`src/rtl/cpu_ctrl_fsm_if.sv`:
```
// cpu_ctrl_fsm_if: instruction-fetch and data-memory handshake bundle between controller and memories
interface cpu_ctrl_fsm_if #(parameter int DATAWIDTH = 16);
  logic                 instr_req;
  logic [DATAWIDTH-1:0] instr_addr;
  logic                 instr_ack;
  logic [15:0]          instr_data;
  logic                 mem_req;
  logic                 mem_we;
  logic [DATAWIDTH-1:0] mem_addr;
  logic [DATAWIDTH-1:0] mem_wdata;
  logic                 mem_ack;
  modport master (
    output instr_req, instr_addr, mem_req, mem_we, mem_addr, mem_wdata,
    input  instr_ack, instr_data, mem_ack
  );
  modport slave (
    input  instr_req, instr_addr, mem_req, mem_we, mem_addr, mem_wdata,
    output instr_ack, instr_data, mem_ack
  );
endinterface

```
`src/rtl/cpu_ctrl_fsm.sv`:
```
// cpu_ctrl_fsm: multicycle fetch/decode/exec/mem controller for the 16-bit datapath.
// Defining CPU_CTRL_PERF_EN adds cyc_cnt/ret_cnt performance counters.
module cpu_ctrl_fsm #(
  parameter int DATAWIDTH  = 16,
  parameter int REGWIDTH   = 4,
  parameter int ALUOPWIDTH = 4,
  parameter int IMMWIDTH   = 8,
  parameter int PSRWIDTH   = 5
) (
  input  logic                  clk,
  input  logic                  reset,
  cpu_ctrl_fsm_if.master        bus,
  input  logic [DATAWIDTH-1:0]  dSrc,
  input  logic [DATAWIDTH-1:0]  dDst,
  input  logic [PSRWIDTH-1:0]   psrOut,
  output logic                  write,
  output logic                  IMM_MUX,
  output logic                  COND_RSLT,
  output logic                  WB_MUX0,
  output logic [1:0]            WB_MUX,
  output logic [REGWIDTH-1:0]   rSrc,
  output logic [REGWIDTH-1:0]   rDst,
  output logic [ALUOPWIDTH-1:0] aluOp,
  output logic [IMMWIDTH-1:0]   imm_in,
  output logic [DATAWIDTH-1:0]  pc_ra,
  output logic                  illegal
`ifdef CPU_CTRL_PERF_EN
  ,
  output logic [31:0]           cyc_cnt,
  output logic [31:0]           ret_cnt
`endif
);
  typedef enum logic [1:0] {FETCH, DECODE, EXEC, MEM} state_t;
  state_t               state, state_nxt;
  logic [15:0]          ir;
  logic [DATAWIDTH-1:0] pc, pc_nxt, addr_q, wdata_q;
  logic [PSRWIDTH-1:0]  psr_q;
  logic                 pc_upd;
  logic [3:0]           op, sub;
  logic                 is_alu, is_load, is_stor, is_jal, is_jc, is_sc, is_mem, is_ill;
  // psr bits: 0 C, 1 L, 2 F, 3 Z, 4 N; odd codes test the negated flag
  function automatic logic cond_eval(input logic [3:0] c, input logic [PSRWIDTH-1:0] p);
    logic f;
    f = c[3:1] == 3'd0 ? p[3] :
        c[3:1] == 3'd1 ? p[0] :
        c[3:1] == 3'd2 ? p[1] :
        c[3:1] == 3'd3 ? p[4] :
        c[3:1] == 3'd4 ? p[2] : 1'b0;
    return c == 4'hE ? 1'b1 : c < 4'd10 ? f ^ c[0] : 1'b0;
  endfunction
  assign op        = ir[15:12];
  assign sub       = ir[7:4];
  assign is_alu    = op == 4'h0 || ir[15];
  assign is_load   = op == 4'h4 && sub == 4'h0;
  assign is_stor   = op == 4'h4 && sub == 4'h4;
  assign is_jal    = op == 4'h4 && sub == 4'h8;
  assign is_jc     = op == 4'h4 && sub == 4'hC;
  assign is_sc     = op == 4'h4 && sub == 4'hD;
  assign is_mem    = is_load || is_stor;
  assign is_ill    = !(is_alu || is_mem || is_jal || is_jc || is_sc);
  assign COND_RSLT = cond_eval(is_jc ? ir[11:8] : ir[3:0], psr_q);
  assign rDst      = REGWIDTH'(ir[11:8]);
  assign rSrc      = REGWIDTH'(ir[3:0]);
  assign aluOp     = ir[15] ? ALUOPWIDTH'({1'b0, ir[14:12]}) : ALUOPWIDTH'(sub);
  assign IMM_MUX   = ir[15];
  assign imm_in    = IMMWIDTH'(ir[7:0]);
  assign WB_MUX0   = 1'b0;
  assign WB_MUX    = is_load ? 2'd3 : is_sc ? 2'd1 : is_jal ? 2'd0 : 2'd2;
  assign pc_ra     = pc + DATAWIDTH'(1);
  assign bus.instr_addr = pc;
  assign bus.mem_addr   = addr_q;
  assign bus.mem_wdata  = wdata_q;
  assign bus.mem_we     = is_stor;
  always_ff @(posedge clk) begin
    if (reset) begin
      state   <= FETCH;
      pc      <= '0;
      ir      <= '0;
      psr_q   <= '0;
      addr_q  <= '0;
      wdata_q <= '0;
    end else begin
      state <= state_nxt;
      if (state == FETCH && bus.instr_ack) ir <= bus.instr_data;
      if (state == EXEC && is_alu) psr_q <= psrOut;
      if (state == EXEC && is_mem) begin
        addr_q  <= dSrc;
        wdata_q <= dDst;
      end
      if (pc_upd) pc <= pc_nxt;
    end
  end
  always_comb begin
    state_nxt     = state;
    bus.instr_req = 1'b0;
    bus.mem_req   = 1'b0;
    write         = 1'b0;
    illegal       = 1'b0;
    pc_upd        = 1'b0;
    pc_nxt        = pc_ra;
    case (state)
      FETCH: begin
        bus.instr_req = 1'b1;
        state_nxt     = bus.instr_ack ? DECODE : FETCH;
      end
      DECODE: state_nxt = EXEC;
      EXEC: begin
        state_nxt = is_mem ? MEM : FETCH;
        pc_upd    = !is_mem;
        write     = is_alu || is_sc || is_jal;
        illegal   = is_ill;
        pc_nxt    = (is_jal || (is_jc && COND_RSLT)) ? dSrc : pc_ra;
      end
      MEM: begin
        bus.mem_req = 1'b1;
        write       = is_load && bus.mem_ack;
        pc_upd      = bus.mem_ack;
        state_nxt   = bus.mem_ack ? FETCH : MEM;
      end
    endcase
    // reset wins over every strobe, even before its first clock edge lands
    if (reset) begin
      bus.instr_req = 1'b0;
      bus.mem_req   = 1'b0;
      write         = 1'b0;
      illegal       = 1'b0;
    end
  end
`ifdef CPU_CTRL_PERF_EN
  always_ff @(posedge clk) begin
    if (reset) begin
      cyc_cnt <= '0;
      ret_cnt <= '0;
    end else begin
      cyc_cnt <= cyc_cnt + 32'd1;
      if (pc_upd) ret_cnt <= ret_cnt + 32'd1;
    end
  end
`endif
endmodule
```
`src/flat_wrapper.sv`:
```
// flat-port wrapper written by rule: the top's interface ports become plain ports
module cpu_ctrl_fsm_flat 
#(
  parameter int DATAWIDTH  = 16,
  parameter int REGWIDTH   = 4,
  parameter int ALUOPWIDTH = 4,
  parameter int IMMWIDTH   = 8,
  parameter int PSRWIDTH   = 5
)
  (clk, reset, dSrc, dDst, psrOut, write, IMM_MUX, COND_RSLT, WB_MUX0, WB_MUX, rSrc, rDst, aluOp, imm_in, pc_ra, illegal, bus_instr_req, bus_instr_addr, bus_mem_req, bus_mem_we, bus_mem_addr, bus_mem_wdata, bus_instr_ack, bus_instr_data, bus_mem_ack);
  cpu_ctrl_fsm_if #(.DATAWIDTH(DATAWIDTH)) bus_i ();
  input  logic clk;
  input  logic reset;
  input  logic [DATAWIDTH-1:0] dSrc;
  input  logic [DATAWIDTH-1:0] dDst;
  input  logic [PSRWIDTH-1:0] psrOut;
  output logic write;
  output logic IMM_MUX;
  output logic COND_RSLT;
  output logic WB_MUX0;
  output logic [1:0] WB_MUX;
  output logic [REGWIDTH-1:0] rSrc;
  output logic [REGWIDTH-1:0] rDst;
  output logic [ALUOPWIDTH-1:0] aluOp;
  output logic [IMMWIDTH-1:0] imm_in;
  output logic [DATAWIDTH-1:0] pc_ra;
  output logic illegal;
  output wire logic [$bits(bus_i.instr_req)-1:0] bus_instr_req;
  output wire logic [$bits(bus_i.instr_addr)-1:0] bus_instr_addr;
  output wire logic [$bits(bus_i.mem_req)-1:0] bus_mem_req;
  output wire logic [$bits(bus_i.mem_we)-1:0] bus_mem_we;
  output wire logic [$bits(bus_i.mem_addr)-1:0] bus_mem_addr;
  output wire logic [$bits(bus_i.mem_wdata)-1:0] bus_mem_wdata;
  input wire logic [$bits(bus_i.instr_ack)-1:0] bus_instr_ack;
  input wire logic [$bits(bus_i.instr_data)-1:0] bus_instr_data;
  input wire logic [$bits(bus_i.mem_ack)-1:0] bus_mem_ack;
  assign bus_instr_req = bus_i.instr_req;
  assign bus_instr_addr = bus_i.instr_addr;
  assign bus_mem_req = bus_i.mem_req;
  assign bus_mem_we = bus_i.mem_we;
  assign bus_mem_addr = bus_i.mem_addr;
  assign bus_mem_wdata = bus_i.mem_wdata;
  assign bus_i.instr_ack = bus_instr_ack;
  assign bus_i.instr_data = bus_instr_data;
  assign bus_i.mem_ack = bus_mem_ack;
  cpu_ctrl_fsm #(.DATAWIDTH(DATAWIDTH), .REGWIDTH(REGWIDTH), .ALUOPWIDTH(ALUOPWIDTH), .IMMWIDTH(IMMWIDTH), .PSRWIDTH(PSRWIDTH)) u_core (.clk(clk), .reset(reset), .bus(bus_i), .dSrc(dSrc), .dDst(dDst), .psrOut(psrOut), .write(write), .IMM_MUX(IMM_MUX), .COND_RSLT(COND_RSLT), .WB_MUX0(WB_MUX0), .WB_MUX(WB_MUX), .rSrc(rSrc), .rDst(rDst), .aluOp(aluOp), .imm_in(imm_in), .pc_ra(pc_ra), .illegal(illegal));
endmodule
```
`config.mk`:
```
export PLATFORM = sky130hd
export DESIGN_NAME = cpu_ctrl_fsm_flat
export DESIGN_NICKNAME = d
export VERILOG_FILES = /design/src/rtl/cpu_ctrl_fsm_if.sv /design/src/rtl/cpu_ctrl_fsm.sv /design/src/flat_wrapper.sv
export SDC_FILE = /design/constraint.sdc
export NUM_CORES = 1
export LEC_CHECK = 0
export BUFFER_PORTS_ARGS = -buffer_cell sky130_fd_sc_hd__buf_2
export CAP_MARGIN = 25
export CORE_MARGIN = 10
export CORE_UTILIZATION = 53
export DETAILED_ROUTE_END_ITERATION = 10
export PLACE_DENSITY_LB_ADDON = 0.05
export SLEW_MARGIN = 20
export SYNTH_ARGS = -nofsm -noshare
export SYNTH_HDL_FRONTEND = slang
export SYNTH_SLANG_ARGS = --single-unit
```
`constraint.sdc`:
```
create_clock -name clk -period 7.1 [get_ports clk]
set_input_delay 0.355 -clock clk [delete_from_list [all_inputs] [get_ports clk]]
set_output_delay 0.355 -clock clk [all_outputs]
set_load 0.03 [all_outputs]
```
* Word-level counts from Yosys, hierarchy flattened
Cells that the tools add are included.
Storage, ports and cells: bits in registers 71, latch bits 0, memory bits (writable) 0, ROM bits 0, input bits 57, word-level logic and storage cells 74, memories 0
Cells by class: add/sub/neg operators 1, multipliers 0, divide/modulo/power cells 0, magnitude comparators 1, eq/ne operators 13, shift-type cells 0, multiplexer cells 27, bitwise gates (word level) 1, reduce and logical (&&, ||, !) cells 25
Operator list (number):
- $mux 16 | 2
- $add 16x1->16 const B | 1
- $eq 4x4->1 const B | 4
- $mux 1 | 15
- $logic_and 1x1->1 | 10
- $mux 2 | 5
- $logic_or 1x1->1 | 9
- $eq 4x3->1 const B | 2
- $logic_not 4->1 | 2
- $mux 4 | 2
- $pmux 2 s4 | 1
- $eq 3x2->1 const B | 2
- $eq 2x2->1 const B | 2
- $lt 4x4->1 const B | 1
- $pmux 1 s2 | 2
- $eq 3x1->1 const B | 1
- $eq 3x3->1 const B | 1
- $logic_not 3->1 | 1
- $eq 2x1->1 const B | 1
- $logic_not 1->1 | 2
- $logic_not 2->1 | 1
- $xor 1x1->1 | 1

* Logic depth before layout (Yosys ltp)
Gate-level depths: netlist of the first run.
depth in word-level cells 16, depth in mapped cells 10

* Worst setup path after synthesis of the first run
No wires, ideal clock.
path type register to output, start point register u_core.pc[0] (netlist: u_core.bus.instr_addr[0]), end point output port pc_ra[14], arrival time 2573 ps, slack 4172 ps, cell stages (with the launch flop) 7, buffers on the path 0, cells stage by stage dfxtp_1 > ha_1 > nand3_1 > or4_1 > nor2_1 > nand3_1 > xnor2_1
Between the ends: cells in the longest elaborated chain, start to end 1
RTL lines:
- start, declared | RTL line cpu_ctrl_fsm.sv:36 | logic [DATAWIDTH-1:0] pc, pc_nxt, addr_q, wdata_q;
- start signal, assigned | RTL line cpu_ctrl_fsm.sv:90 | if (pc_upd) pc <= pc_nxt;
- $add 16x1->16 | RTL line cpu_ctrl_fsm.sv:69 | assign pc_ra = pc + DATAWIDTH'(1);
- end, declared | RTL line flat_wrapper.sv:26 | output logic [DATAWIDTH-1:0] pc_ra;
No other way between the ends.

* Worst setup path in the final report of the first run
start point register u_core.ir[4], end point register u_core.pc[8] (netlist: u_core.bus.instr_addr[8])
Between the ends: cells in the longest elaborated chain, start to end 16, elaborated cells on any way between the ends 31
RTL lines:
- start, declared | RTL line cpu_ctrl_fsm.sv:35 | logic [15:0] ir;
- start signal, assigned | RTL line cpu_ctrl_fsm.sv:84 | if (state == FETCH && bus.instr_ack) ir <= bus.instr_data;
- $eq 4x4->1 | RTL line cpu_ctrl_fsm.sv:57 | assign is_jc = op == 4'h4 && sub == 4'hC;
- $logic_and 1x1->1 | RTL line cpu_ctrl_fsm.sv:57
- $mux 4 | RTL line cpu_ctrl_fsm.sv:61 | assign COND_RSLT = cond_eval(is_jc ? ir[11:8] : ir[3:0], psr_q);
- $eq 3x3->1 | RTL line cpu_ctrl_fsm.sv:48 | c[3:1] == 3'd4 ? p[2] : 1'b0;
- $mux 1 | RTL line cpu_ctrl_fsm.sv:48
- $mux 1 | RTL line cpu_ctrl_fsm.sv:47 | c[3:1] == 3'd3 ? p[4] :
- $mux 1 | RTL line cpu_ctrl_fsm.sv:46 | c[3:1] == 3'd2 ? p[1] :
- $mux 1 | RTL line cpu_ctrl_fsm.sv:45 | c[3:1] == 3'd1 ? p[0] :
- $mux 1 | RTL line cpu_ctrl_fsm.sv:44 | f = c[3:1] == 3'd0 ? p[3] :
- $xor 1x1->1 | RTL line cpu_ctrl_fsm.sv:49 | return c == 4'hE ? 1'b1 : c < 4'd10 ? f ^ c[0] : 1'b0;
- $mux 1 (2 in series) | RTL line cpu_ctrl_fsm.sv:49
- $logic_and 1x1->1 | RTL line cpu_ctrl_fsm.sv:112 | pc_nxt = (is_jal || (is_jc && COND_RSLT)) ? dSrc : pc_ra;
- $logic_or 1x1->1 | RTL line cpu_ctrl_fsm.sv:112
- $mux 16 | RTL line cpu_ctrl_fsm.sv:112
- $mux 16 | RTL line cpu_ctrl_fsm.sv:101 | case (state)
Parallel ways exist; a longest one is shown, timed or not. A chain may end at the register's enable or synchronous reset.

==> results.ini, run 1 <==
[clock_network]
clock_latency_ps=350
clock-sinks=71
cts_buffers=9
ctsLongestPathBuffers=2
clk_pin_slew_ps=80
cts_hold_buf=0
ctsResizeCount=0
cts.htree.levels=3
cts-root-buf=clkbuf_8
cts_tree=built
cts_setup_buffers=0

[global_routing]
antenna_found_initial=0
grt_pass1_wl_um=18700
grt_max_degree=84
grt-ovfl-total=0
grt_pass1_vias=3672
grt_usage_pct=19.7

[routing]
wire_per_inst_um=15.8
route.detailed.drc=0
firstDrtPassIters=5
avgViaCountPerCell=5.45
ant_nets=0
detail_route.iter0.violations=189
vias=3899
totalWireLength_um=11300

[setup_path]
reg2reg_slack_ps=3800
cp.arrival_ps=3550
r2r-start=u_core.ir[4]
required_ps=7340
critPathCaptureType=flip-flop
start_kind=flip-flop
critPathMaxFanout=32
reg2reg_to=u_core.bus.instr_addr[8]
path_class=flip-flop to flip-flop
r2r_cells=7

[placement]
hpwlAfterDp_um=8520
dp.cells=699
port-buffer-count=149
gp_congestion=0.839

[timing]
setup_tns_ps=0
tightest_slew_ps=965
final-setup-viol-count=0
maxSlewViolCount=0
rsz0062_at_grt=false
fmax_mhz=303
slew_headroom_pct=35.7
period_share_pct=46.5
whs_ps=232
min_period_ps=3300
worst_clock_skew_ps=10.6
hold_violations=0

[synth]
yosys.area_share.xor_xnor_pct=3.44
synth_top_family_by_area=simple AND/OR/NAND/NOR gates
synth_cell_types=50
synthMuxAreaShare_pct=2.20
synthAdderAreaFrac_pct=0.328
syn_inst=504
syn_area_per_cell_um2=7.57
synth_compound_gate_area_share_pct=16.1
synth.cell_area_mm2=0.00381
synth-main-ff-cell=dfxtp_1
synth.yosys.warnings=0
synthSimpleGateAreaFrac_pct=32.4
synthArstFlopShare_pct=0
ys_ff_latch=71
syn_nets=562
synth_edf_count=0
ys_seq_area_share_pct=37.3

[pwr]
power_density_mw_per_mm2=179
totalPowerFinal_mw=0.830
leakage_nw=2.08
ir_drop_mv=0.124

[cells_and_area]
final_util_pct=67.0
syn2layout_area_growth_pct=21.4
layout.cells.most_common=buf_2
nNetsFinal=672
multi_input_area_mm2=0.00208
n_fill_cell=673
layout-drive-gt1-share_pct=28.4
stdcell_count=715
final-seq-area_mm2=0.00142
diodes=0
final_cell_mix=buf_2, nand2_1, dfxtp_1

[die]
initial_core_util_pct=55.2
rows=30
die_area_mm2=0.0110
die_h_um=105
ios=151
coreArea_mm2=0.00691
die_w_um=105

[flow_run]
cap_violations=0

[hold_path]
holdPathEnd=u_core.bus.mem_wdata[7]
hold_depth=3
hold_path.class=input port to flip-flop
min-delay-start=dDst[7]

[status]
status=finished clean

metrics by stage:
step | setup WS, ps | cell area, um2
after floorplan | 4170 | 3810
after global placement | 4020 | 4410
after detailed placement | 3910 | 4450
after CTS | 3890 | 4630
after global routing | 3540 | 4630
final | 3800 | 4630
worst max-delay path, stage by stage, from the launching register on:
cell and delay (ps):
dfxtp_1 420, nor4b_2 830, nand2_1 220, mux2_2 350
a21oi_1 130, a41o_1 840, a21oi_1 100, a221o_1 300
cell families after synthesis:
logic type                 after synthesis
muxes                                    8
other                                    1
and+or+nand+nor                        247
buffers and inverters                   60
DFF                                     71
adders and majority gates                1
xor gates and xnor gates                15
AOI/OAI and AO/OA                      101
worst max path at each step:
stage,startpoint,endpoint,cells after the start
finish,u_core.ir[4],u_core.bus.instr_addr[8],7
detailed placement,u_core.ir[4],u_core.bus.instr_addr[8],7
CTS,u_core.ir[4],u_core.bus.instr_addr[8],7
floorplan,u_core.bus.instr_addr[0],pc_ra[14],6
global placement,u_core.ir[4],u_core.bus.instr_addr[15],7
global route,u_core.ir[4],u_core.bus.instr_addr[14],7
cell usage after synthesis (all sizes together) (2+ instances only):
master	instances	share of area [%]
nand4	14	2.3
a32o	3	0.79
nor4	4	0.66
or3	3	0.49
nand3	20	2.6
and2	4	0.66
or4	10	2.1
nand2b	4	0.66
nor2b	9	1.5
mux2	3	0.89
nand4b	3	0.69
mux2i	5	1.3
inv	5	0.49
a22o	2	0.46
nand2	124	12
a221o	7	1.8
xnor2	10	2.3
xor2	5	1.1
buf	24	4.7
nor3b	4	0.79
and4b	2	0.52
a21oi	63	8.3
and3	12	2.0
nor4b	6	1.5
o21ai	8	1.0
o21bai	7	1.4
dfxtp	71	37
clkbuf	31	3.1
nor2	18	1.8
o211ai	5	0.98
nor3	5	0.66
state kept, by name, summed over array words and instances (netlist names):
name	cells
u_core.bus.instr_addr	16
u_core.ir	16
u_core.psr_q	5
u_core.state	2
u_core.bus.mem_addr	16
u_core.bus.mem_wdata	16
power breakdown:
group / leakage [nW] / total (mW) / switching [mW] / internal [mW]
registers: 0.575 / 0.422 / 0.0153 / 0.407
logic: 1.42 / 0.112 / 0.0740 / 0.0383
clock network: 0.0827 / 0.295 / 0.166 / 0.130
per-layer routing:
layer,up-vias,track usage [%],part of all wire (%)
met5,-,0,0
met2,143,29.6,45
met4,0,5.49,1.2
met3,14,8.60,9.3
met1,1769,25.1,44
li1,1973,-,-
layout make-up:
class / count / area share [%]
timing repair buffer: 154 / 17.5
inverter: 5 / 0.405
tap: 96 / 2.59
multi-input combinational: 373 / 44.9
clock inverter: 7 / 1.16
sequential: 71 / 30.7
clock buffer: 9 / 2.68
Note: power is estimated with default switching activity, not from simulation.
==> run 2: changes to the inputs <==
--- a/config.mk
+++ b/config.mk
@@ -8,7 +8,7 @@
 export BUFFER_PORTS_ARGS = -buffer_cell sky130_fd_sc_hd__buf_2
 export CAP_MARGIN = 25
 export CORE_MARGIN = 10
-export CORE_UTILIZATION = 53
+export CORE_UTILIZATION = 44
 export DETAILED_ROUTE_END_ITERATION = 10
 export PLACE_DENSITY_LB_ADDON = 0.05
 export SLEW_MARGIN = 20
==> constraint.sdc (replaced) <==
create_clock -name clk -period 3 [get_ports clk]
set_input_delay 0.15 -clock clk [delete_from_list [all_inputs] [get_ports clk]]
set_output_delay 0.15 -clock clk [all_outputs]
set_load 0.03 [all_outputs]
==> run 2 against run 1 <==
Net effect:
- clock power increased to 3.0 times the previous value
- clock skew rose by 8.0 ps
- via count rose by 0.97%
- worst hold slack got worse by 210 ps
- critical path depth unchanged
- register-to-register slack got worse by 3500 ps
- total power grew to 2.6 times the previous value
- critical endpoint is now pc_ra[14]
- highest routed layer unchanged
==> results.ini, run 2 (synthesis results as in run 1) <==
[status]
status=finished clean

[timing]
slew_headroom_pct=43.1
period_share_pct=91.6
finalWorstSetupSlack_ps=251
maxSlewViolCount=0
rsz0062_at_grt=false
hold_violations=0
min_period_ps=2750
tightest_slew_ps=853
whs_ps=19.7
worst_clock_skew_ps=18.6
setup_tns_ps=0
fmax_mhz=364
final-setup-viol-count=0

[placement]
placed_cell_area_mm2=0.00451
gp_congestion=0.926
hpwlAfterDp_um=8690
port-buffer-count=149
dp.cells=716
place_ws_ps=221

[setup_path]
critical_path.endpoint=pc_ra[14]
cp.arrival_ps=2600
cp-startpoint=u_core.bus.instr_addr[1]
r2r_cells=7
critPathMaxFanout=5
critPathCaptureType=primary output
reg2reg_to=u_core.bus.instr_addr[7]
path_class=flip-flop to primary output
reg2reg_slack_ps=260
start_kind=flip-flop
required_ps=2850
r2r-start=u_core.ir[5]

[clock_network]
clock-sinks=71
clock_latency_ps=360
cts_setup_buffers=0
ctsLongestPathBuffers=2
clk_pin_slew_ps=90
cts.htree.levels=3
cts-root-buf=clkbuf_8
cts_hold_buf=0
cts_tree=built
cts_buffers=9

[die]
die_area_mm2=0.0128
ios=151
rows=33
die_h_um=113
die_w_um=113
coreArea_mm2=0.00834
initial_core_util_pct=45.7

[cells_and_area]
multi_input_area_mm2=0.00208
final_util_pct=56.8
diodes=0
layout-drive-gt1-share_pct=29.7
nNetsFinal=680
final-seq-area_mm2=0.00142
stdcell_count=732
finalInstanceArea_mm2=0.00474
layout.cells.most_common=buf_2
syn2layout_area_growth_pct=24.2
n_fill_cell=816
final_cell_mix=buf_2, nand2_1, dfxtp_1

[global_routing]
grt_usage_pct=18.3
use_met2_pct=26.7
grt-ovfl-total=0
top_usage_layer=met2
grtUsageMet3_pct=7.77
grt_pass1_wl_um=19700
grt_pass1_vias=3746
grt_max_degree=83
antenna_found_initial=0
use_met1_pct=24.5

[routing]
firstDrtPassIters=5
totalWireLength_um=11900
detail_route.iter0.violations=200
avgViaCountPerCell=5.38
ant_nets=0
wire_per_inst_um=16.3
route.detailed.drc=0
vias=3937

[hold_path]
hold_depth=3
hold_path.class=input port to flip-flop

[pwr]
leakage_nw=2.15
totalPowerFinal_mw=2.16
ir_drop_mv=0.247
power_density_mw_per_mm2=456

[flow_run]
cap_violations=0

==> run 2: final cells by class <==
type | instances | share of cell area, %
well taps | 105 | 2.77
clock buffers | 9 | 2.61
repair buffers | 162 | 18.1
flip-flops and latches | 71 | 30.0
clock inverters | 7 | 2.17
multi-input cells | 373 | 44.0
inverters | 5 | 0.396
==> run 2: worst min-delay path by stage <==
stage	startpoint	to	slack [ps]
floorplan	bus_instr_data[4]	u_core.ir[4]	290
global placement	psrOut[2]	u_core.psr_q[2]	380
detailed placement	psrOut[4]	u_core.psr_q[4]	390
CTS	dDst[4]	u_core.bus.mem_wdata[4]	10
global route	dDst[9]	u_core.bus.mem_wdata[9]	20
finish	bus_instr_data[7]	u_core.ir[7]	20
==> run 2: layer usage <==
layer  share of wire [%]  vias up
met4                0.58        0
li1                    -     1985
met1                  45     1814
met5                   0        -
met2                  45      131
met3                  10        7
==> run 2: report_power, final <==
group          switching (mW)  total [mW]  internal (mW)
clock network           0.409       0.889          0.480
logic                   0.186       0.281         0.0954
registers              0.0293       0.993          0.963
total                   0.624        2.16           1.54
==> run 2: timing repair <==
item                                    CTS  global route
endpoints found under the setup margin    0             2
resized for setup                         0             2
endpoints found under the hold margin     0             0
==> run 2: critical path: stages (launching register included) <==
cell,delay (ps)
dfxtp_1,400
ha_1,260
nand3_1,170
or4_1,650
nor2_2,220
nand3_1,160
xnor2_1,180
buf_2,220
==> run 3: changes to the inputs <==
--- a/config.mk
+++ b/config.mk
@@ -10,8 +10,8 @@
 export CORE_MARGIN = 10
 export CORE_UTILIZATION = 44
 export DETAILED_ROUTE_END_ITERATION = 10
-export PLACE_DENSITY_LB_ADDON = 0.05
-export SLEW_MARGIN = 20
+export PLACE_DENSITY = 0.76
+export SLEW_MARGIN = 5
 export SYNTH_ARGS = -nofsm -noshare
 export SYNTH_HDL_FRONTEND = slang
 export SYNTH_SLANG_ARGS = --single-unit
==> run 3 against run 2 <==
Net effect:
- sequential cell count is the same
- total power is 10% lower
- critical path type is now flip-flop to flip-flop
- final area shrank 1.6%
- core utilization shrank 0.92 points
- combinational power fell by 1%
==> results.ini, run 3 (synthesis results as in run 1) <==
[routing]
avgViaCountPerCell=5.46
totalWireLength_um=11900
detail_route.iter0.violations=242
vias=3978
firstDrtPassIters=5
wire_per_inst_um=16.3
route.detailed.drc=0
ant_nets=0

[clock_network]
cts_buffers=9
cts_tree=built
clock-sinks=71
clk_pin_slew_ps=80
cts.htree.levels=3
ctsLongestPathBuffers=2
cts-root-buf=clkbuf_8
clock_latency_ps=340

[timing]
tightest_slew_ps=844
worst_clock_skew_ps=15.7
final-setup-viol-count=0
fmax_mhz=355
setup_tns_ps=0
rsz0062_at_grt=false
slew_headroom_pct=43.7
hold_violations=0
maxSlewViolCount=0
min_period_ps=2810
period_share_pct=93.8

[cells_and_area]
syn2layout_area_growth_pct=22.2
finalInstanceArea_mm2=0.00466
layout-drive-gt1-share_pct=29.3
final_cell_mix=buf_2, nand2_1, dfxtp_1
nNetsFinal=678
stdcell_count=729
diodes=0
layout.cells.most_common=buf_2

[placement]
placed_cell_area_mm2=0.00449
port-buffer-count=149
gp_congestion=0.922
hpwlAfterDp_um=8920
dp.cells=714

[pwr]
power_density_mw_per_mm2=415
leakage_nw=2.10
ir_drop_mv=0.246
totalPowerFinal_mw=1.94

[hold_path]
hold_path.class=input port to flip-flop
hold_depth=3
holdPathEnd=u_core.bus.mem_wdata[14]
min-delay-start=dDst[14]

[global_routing]
grt_max_degree=83
antenna_found_initial=0
grt_pass1_vias=3743
grt_usage_pct=17.5
grt-ovfl-total=0
grt_pass1_wl_um=19000

[setup_path]
r2r-start=u_core.ir[14]
critPathCaptureType=flip-flop
reg2reg_slack_ps=190
crit_cells=7
required_ps=3220
critPathBufInv=1
worst_path_max_delay_cell=or4b_4
slowest_delay_ps=530
start_kind=flip-flop
path_class=flip-flop to flip-flop
path_cells=or4b_4 -> or4_4 -> a32o_1 -> or2_1 -> a41o_1 -> buf_12 -> a221o_1
critPathMaxFanout=27
critPathTopFamily=simple AND/OR/NAND/NOR gates
cp.arrival_ps=3040
reg2reg_to=u_core.bus.instr_addr[7]
r2r_cells=7

[die]
rows=33
die_h_um=113
coreArea_mm2=0.00834
die_w_um=113
initial_core_util_pct=45.7
ios=151
die_area_mm2=0.0128

[status]
status=finished clean

[flow_run]
cap_violations=0

## run 3: what timing repair did
item                       in CTS  in global routing
resized for setup               0                  3
setup endpoints to repair       0                  2
hold buffers                    0                  0
buffers inserted                0                  0
## run 3: worst reg2reg max path: cells and delay by family, from the launching register on
kind,cells,cell delay (ps)
flip-flops,1,430
AND/OR/NAND/NOR,3,1190
AO/OA/AOI/OAI,3,890
buffers and inverters,1,190
## run 3: final cells by class
cell class,count,area (um2)
Clock buffer,10,128
Clock inverter,5,35.0
Fill cell,813,3680
Inverter,5,18.8
Multi-Input combinational cell,373,2090
Sequential cell,71,1420
Tap cell,105,131
Timing Repair Buffer,160,841
## run 3: stage by stage
stage / utilization, % / worst slack [ps] / hold WS [ps]
6_report: 55.9 / 185 / 47.6
5_1_grt: 55.9 / 61.2 / 34.0
4_1_cts: 55.8 / 88.6 / 32.4
3_5_place_dp: 53.9 / 216 / 396
3_3_place_gp: 53.9 / 291 / 384
2_1_floorplan: - / 226 / 286
## run 3: where the power goes
group          internal, mW  switching, mW  total (mW)
logic                0.0938          0.183       0.277
registers             0.963         0.0311       0.994
clock network         0.298          0.368       0.665
## run 3: metal layers
layer / share of wire, % / up-vias / global-route usage (%)
met5: 0 / - / 0
met4: 1.7 / 0 / 6.35
met3: 7.6 / 14 / 4.65
met2: 49 / 148 / 29.1
met1: 41 / 1841 / 21.2
li1: - / 1975 / -
## run 3: how the worst max path moves through the flow
stage / start / endpoint / slack (ps)
floorplan: u_core.bus.instr_addr[0] / u_core.bus.instr_addr[14] / 230
global placement: u_core.ir[14] / u_core.bus.instr_addr[14] / 290
detailed placement: u_core.bus.instr_addr[0] / u_core.bus.instr_addr[14] / 220
CTS: u_core.bus.instr_addr[0] / pc_ra[14] / 90
global route: u_core.ir[14] / u_core.bus.instr_addr[15] / 60
finish: u_core.ir[14] / u_core.bus.instr_addr[7] / 190
